**config.mk**
```make
export PLATFORM = sky130hd
export DESIGN_NAME = usr_exec_unit
export DESIGN_NICKNAME = d
export VERILOG_FILES = /design/src/rtl/usr_pkg.sv /design/src/rtl/usr_shift_core.sv /design/src/rtl/usr_exec_unit.sv
export SDC_FILE = /design/constraint.sdc
export NUM_CORES = 1
export LEC_CHECK = 0
export ABC_CLOCK_PERIOD_IN_PS = 4050
export CAP_MARGIN = 20
export CORE_ASPECT_RATIO = 1.75
export CORE_UTILIZATION = 40
export CTS_CLUSTER_DIAMETER = 120
export DETAILED_ROUTE_END_ITERATION = 12
export DONT_BUFFER_PORTS = 1
export PLACE_DENSITY = 0.65
export RECOVER_POWER = 25
export SETUP_SLACK_MARGIN = 0.2
export SLEW_MARGIN = 20
export SYNTH_ARGS = -nofsm -noshare
export SYNTH_HDL_FRONTEND = slang
export SYNTH_SLANG_ARGS = --single-unit
```
**constraint.sdc**
```tcl
create_clock -name clk -period 4.05 [get_ports clk]
set_input_delay 0.405 -clock clk [delete_from_list [all_inputs] [get_ports clk]]
set_output_delay 0.405 -clock clk [all_outputs]
set_load 0.01 [all_outputs]
```
**src/rtl/usr_pkg.sv**
```systemverilog
// Shared definitions for the user shift-register execution unit and its controller.
// Holds the register width, command opcodes and FSM state encoding.
package usr_pkg;

    localparam int WIDTH = 4;

    typedef enum logic [1:0] {
        OP_HOLD = 2'b00,
        OP_SHR  = 2'b01,
        OP_SHL  = 2'b10,
        OP_LOAD = 2'b11
    } usr_op_e;

    typedef enum logic [1:0] {
        ST_IDLE = 2'b00,
        ST_EXEC = 2'b01,
        ST_DONE = 2'b10
    } usr_state_e;

    function automatic logic is_shift(input usr_op_e op);
        return (op == OP_SHR) || (op == OP_SHL);
    endfunction

endpackage

```
**src/rtl/usr_shift_core.sv**
```systemverilog
// Combinational next-value mux for the shift register: hold, shift right/left
// (rotate or serial fill) and parallel load.
module usr_shift_core
    import usr_pkg::*;
#(
    parameter int WIDTH = usr_pkg::WIDTH
) (
    input  usr_op_e          op,
    input  logic             rot,
    input  logic             ser_in_r,
    input  logic             ser_in_l,
    input  logic [WIDTH-1:0] load_val,
    input  logic [WIDTH-1:0] q,
    output logic [WIDTH-1:0] q_next
);

    always_comb begin
        q_next = q;
        case (op)
            OP_SHR:  q_next = {(rot ? q[0] : ser_in_r), q[WIDTH-1:1]};
            OP_SHL:  q_next = {q[WIDTH-2:0], (rot ? q[WIDTH-1] : ser_in_l)};
            OP_LOAD: q_next = load_val;
            default: q_next = q;
        endcase
    end

endmodule

```
**src/rtl/usr_exec_unit.sv**
```systemverilog
// Shift-register execution unit: accepts one command at a time, runs it over
// one or more EXEC cycles, then pulses done for a single cycle.
module usr_exec_unit
    import usr_pkg::*;
#(
    parameter int WIDTH = usr_pkg::WIDTH
) (
    input  logic             clk,
    input  logic             reset,
    input  logic             cmd_valid,
    output logic             cmd_ready,
    input  logic [1:0]       cmd_op,
    input  logic [1:0]       cmd_cnt,
    input  logic             cmd_rot,
    input  logic [WIDTH-1:0] load_data,
    input  logic             ser_in_r,
    input  logic             ser_in_l,
    output logic             busy,
    output logic             done,
    output logic [WIDTH-1:0] Q_out,
    output usr_state_e       dbg_state
);

    // Handshake: a command transfers on a rising edge where cmd_valid and
    // cmd_ready are both high; cmd_valid while cmd_ready is low is dropped.
    usr_state_e       state;
    usr_op_e          op_q;
    logic             rot_q;
    logic [WIDTH-1:0] load_q;
    logic [1:0]       cnt;
    logic [WIDTH-1:0] q_next;

    assign dbg_state = state;

    usr_shift_core #(.WIDTH(WIDTH)) u_core (
        .op       (op_q),
        .rot      (rot_q),
        .ser_in_r (ser_in_r),
        .ser_in_l (ser_in_l),
        .load_val (load_q),
        .q        (Q_out),
        .q_next   (q_next)
    );

    always_ff @(posedge clk or negedge reset) begin
        if (!reset) begin
            state     <= ST_IDLE;
            op_q      <= OP_HOLD;
            rot_q     <= 1'b0;
            load_q    <= '0;
            cnt       <= 2'd0;
            Q_out     <= '0;
            cmd_ready <= 1'b1;
            busy      <= 1'b0;
            done      <= 1'b0;
        end else begin
            case (state)
                ST_IDLE: begin
                    if (cmd_valid) begin
                        op_q      <= usr_op_e'(cmd_op);
                        rot_q     <= cmd_rot;
                        load_q    <= load_data;
                        // Hold and load always finish after a single EXEC cycle.
                        cnt       <= is_shift(usr_op_e'(cmd_op)) ? cmd_cnt : 2'd0;
                        state     <= ST_EXEC;
                        cmd_ready <= 1'b0;
                        busy      <= 1'b1;
                    end
                end
                ST_EXEC: begin
                    Q_out <= q_next;
                    if (cnt == 2'd0) begin
                        state <= ST_DONE;
                        done  <= 1'b1;
                    end else begin
                        cnt <= cnt - 2'd1;
                    end
                end
                ST_DONE: begin
                    state     <= ST_IDLE;
                    done      <= 1'b0;
                    busy      <= 1'b0;
                    cmd_ready <= 1'b1;
                end
                default: begin
                    state     <= ST_IDLE;
                    done      <= 1'b0;
                    busy      <= 1'b0;
                    cmd_ready <= 1'b1;
                end
            endcase
        end
    end

endmodule

```
# Word level (Yosys, flattened, before mapping)
# Index checks and enable logic that the tools add are counted.
# Widths: inputs -> output; s select.
# word_totals
register_bits	18
in_bits	14
output_inout_bits	9
wordCells	48
# classes
muxes	16
n_bitwise	2
addsub	1
n_reduce_logical	11
eq_ne	9
# op_table
cell	count
$pmux 4 s3	1
$mux 2	5
$reduce_and 2->1	5
$pmux 2 s2	2
$eq 2x1->1 const B	3
$eq 2x2->1 const B	3
$ne 2x2->1 const B	3
$pmux 1 s2	3
$mux 1	5
$logic_not 2->1	2
$reduce_and 3->1	1
$reduce_bool 3->1	1
$not 1->1	2
$reduce_bool 2->1	1
$sub 2x1->2 const B	1
$logic_or 1x1->1	1

# Logic depth before layout (Yosys ltp)
# logic_depth
depth_word	5
ltp_mapped	5
depth_no_buf	5

# Cells and area by module
# Synthesis repeated with hierarchy kept, for this count alone.
# hier_totals
hier_cells	63
hier_area_um2	872.1
# by_module_without_submodules
module	area_each_um2	cells_each	n_inst
usr_exec_unit	755.7	57	1
usr_shift_core	116.4	6	1

# Worst setup path before layout
# Ideal clock, no wire load.
# synth_path
path_kind	register to register
from	register state[0], in the netlist dbg_state[0]
to	register load_q[0]
slack_ns	2.653
arrival_time_ns	1.272
t_required_ns	3.925
stages_incl_launch_ff	4
setup_time_ns	0.125
path_cell_list	dfrtp_1 > buf_6 > nor3b_4 > mux2_2
# synth_between
elab_chain_len	2
# synth_rtl
element	line_no	text
start: declaration	usr_exec_unit.sv:26	usr_state_e state;
start signal: assignment	usr_exec_unit.sv:47	state <= ST_IDLE;
start signal: assignment	usr_exec_unit.sv:65	state <= ST_EXEC;
start signal: assignment	usr_exec_unit.sv:73	state <= ST_DONE;
$logic_not 2->1	usr_exec_unit.sv:57	case (state)
$reduce_and 2->1 (no source line)	-	
end signal: assignment	usr_exec_unit.sv:62	load_q <= load_data;
end: declaration	usr_exec_unit.sv:29	logic [WIDTH-1:0] load_q;
# No other way between the ends.
# A chain may end at the register's enable or synchronous reset.

# Worst setup path in the final report
# layout_path
from	register state[1], in the netlist dbg_state[1]
to	register load_q[3]
# The elaborated chain is that of the path after synthesis.

==> results.cfg <==
[outcome]
status = complete, no violations

[timing]
max_freq_mhz = 663
slew_viol_final = 0
finalCritPeriodShare_pct = 37.2
period_needed_ns = 1.51
setup_viol = 0
rsz0062_at_grt = false
setup_ws_ns = 2.54
fin_setup_tns_ns = 0
clock-skew-final_ns = 0.00252
hold_viol_final = 0
worst_pin_slew_ns = 0.809
max_slew_margin_pct = 45.9

[floorplanning]
io_pins = 23
initial_core_util_pct = 43.8
row_count = 22
die_w_um = 38.7
die-area_mm2 = 0.00256
coreArea_mm2 = 0.00215
die_y_um = 66.2

[yosys]
yosysMostFrequentCell = dfrtp_1
syn_inst = 85
synth_fp_nets = 100
synth_area_per_cell_um2 = 11.1
async_reset_ff_share_pct = 100
netlist_top_cells_count = dfrtp_1, nor2_1, inv_1, mux2_2, mux2i_1
synthTopCellsByArea = dfrtp_1, mux2_2, mux2i_1, nor2_1, nor3b_1
ys_types = 30
synth_area_um2 = 941
yosysWarnings = 0
yosys_register_bits = 18
synth_top_area_share_pct = 45.2
ys.flop_type = dfrtp_1
ys_seq_area_share_pct = 48.0
synth_area_leader_cell = dfrtp_1
synth_edf_count = 0

[global_route]
grt_pass1_vias = 642
grt_pass1_wl_mm = 2.95
grt-ovfl-total = 0
gr-usage-all-layers_pct = 16.8
grt_max_degree = 19
antenna_found_initial = 0

[power]
irDropWorstVdd_mv = 0.409
p_leak_nw = 0.418
p_per_area_mw_per_mm2 = 913

[cts]
cts_num_sinks = 18
cts_max_path_buffers = 2
root_buffer = clkbuf_4
post-cts-setup-buffers = 0
cts_made_buffers = 3
cts_hold_repair.buffers = 1
cts.clk_slew.worst_paths_ns = 0.10
cts_max_level = 1
ctsResizeCount = 0
cts_tree = done
clock_latency_ns = 0.30

[route]
drt_pass1_iterations = 4
postRouteAntennaNets = 0
avgViaCountPerCell = 5.97
drc = 0
wl_per_cell_um = 16.5
drt_iter0_markers = 12
wirelength_mm = 1.78
vias = 645

[hold_path]
hold_class = input pin to flop

[layout]
nets = 100
diodes = 0
area_growth_pct = 1.99
fin_util_pct = 44.7
drive_above_1_share_pct = 17.9

[worst_setup_path]
path_class = flop to flop
start_kind = flop
worstPathArrival_ns = 1.70
cp.required_ns = 4.24
end_kind = flop
cp_max_fo = 10

[place]
hpwl_mm = 1.36
dp_slack_ns = 2.55
gp_congestion = 0.669
port_buffers = 0

[flow_run]
cap_violations = 0
-- stage by stage --
stage	cells	instance area (um^2)	power (mW)	hold WS [ns]
floorplan	85	941	0.745	0.109
global placement	103	928	0.783	0.110
detailed placement	103	928	0.796	0.110
CTS	108	965	0.893	0.228
global route	108	960	0.953	0.239
finish	108	960	0.876	0.233
-- final cells by class --
type | count | area, um^2
fillers | 208 | 1190
clock buffers | 4 | 26.3
repair buffers | 1 | 10.0
inverters | 6 | 22.5
well taps | 24 | 30.0
multi-input cells | 55 | 419
flip-flops and latches | 18 | 452
-- report_power, final --
group          internal, mW  leakage (nW)  total (mW)  switching (mW)
clock network        0.0384        0.0150      0.0932          0.0548
registers             0.276         0.213       0.423           0.146
logic                 0.196         0.190       0.360           0.165
-- per-layer routing --
| metal | GRT usage (%) | vias to the layer above | share of wire [%] |
|---|---|---|---|
| li1 | - | 297 | - |
| met1 | 18.7 | 322 | 38 |
| met2 | 27.9 | 21 | 54 |
| met3 | 4.04 | 5 | 5.0 |
| met4 | 9.05 | 0 | 3.0 |
| met5 | 0 | - | 0 |
-- state kept, by name, summed over array words and instances, names as in the netlist --
name       cells
done           1
dbg_state      2
op_q           2
load_q         4
Q_out          4
cmd_ready      1
cnt            2
busy           1
rot_q          1
-- worst max-delay path, cell delays in order, from the launching register on --
cell and delay [ns]:
dfrtp_1 0.54, nor3b_4 0.47, mux2_2 0.39
-- path summary, 6_finish.rpt --
kind	startpoint	to	slack (ns)	cells past startpoint
min in group asynchronous	reset	Q_out[3]	0.63	1
worst min register to register	load_q[0]	load_q[0]	0.52	1
worst min-delay path	cmd_op[1]	op_q[1]	0.23	2
worst max register to register	dbg_state[1]	load_q[3]	2.54	2
max in group asynchronous	reset	Q_out[2]	2.92	1
worst max-delay path	dbg_state[1]	load_q[3]	2.54	2
-- cell families after synthesis --
family | synth area share (%)
simple gates | 13.7
flops | 48.0
xor+xnor | 0.931
fa+ha+maj | 1.33
mux | 13.6
compound gates | 15.6
buf+inv | 6.91
-- cell usage in the layout (no fill, tap or decap), drive strengths merged, types with 2 or more instances in the layout --
cell type and instances:
o21ai 2, o221a 2, inv 6, nor2 9, nand2 4, mux2 6, a21oi 2, a31oi 4
dfrtp 17, mux2i 6, clkbuf 4, nor3b 5
Note: power is estimated with default switching activity, not from simulation.
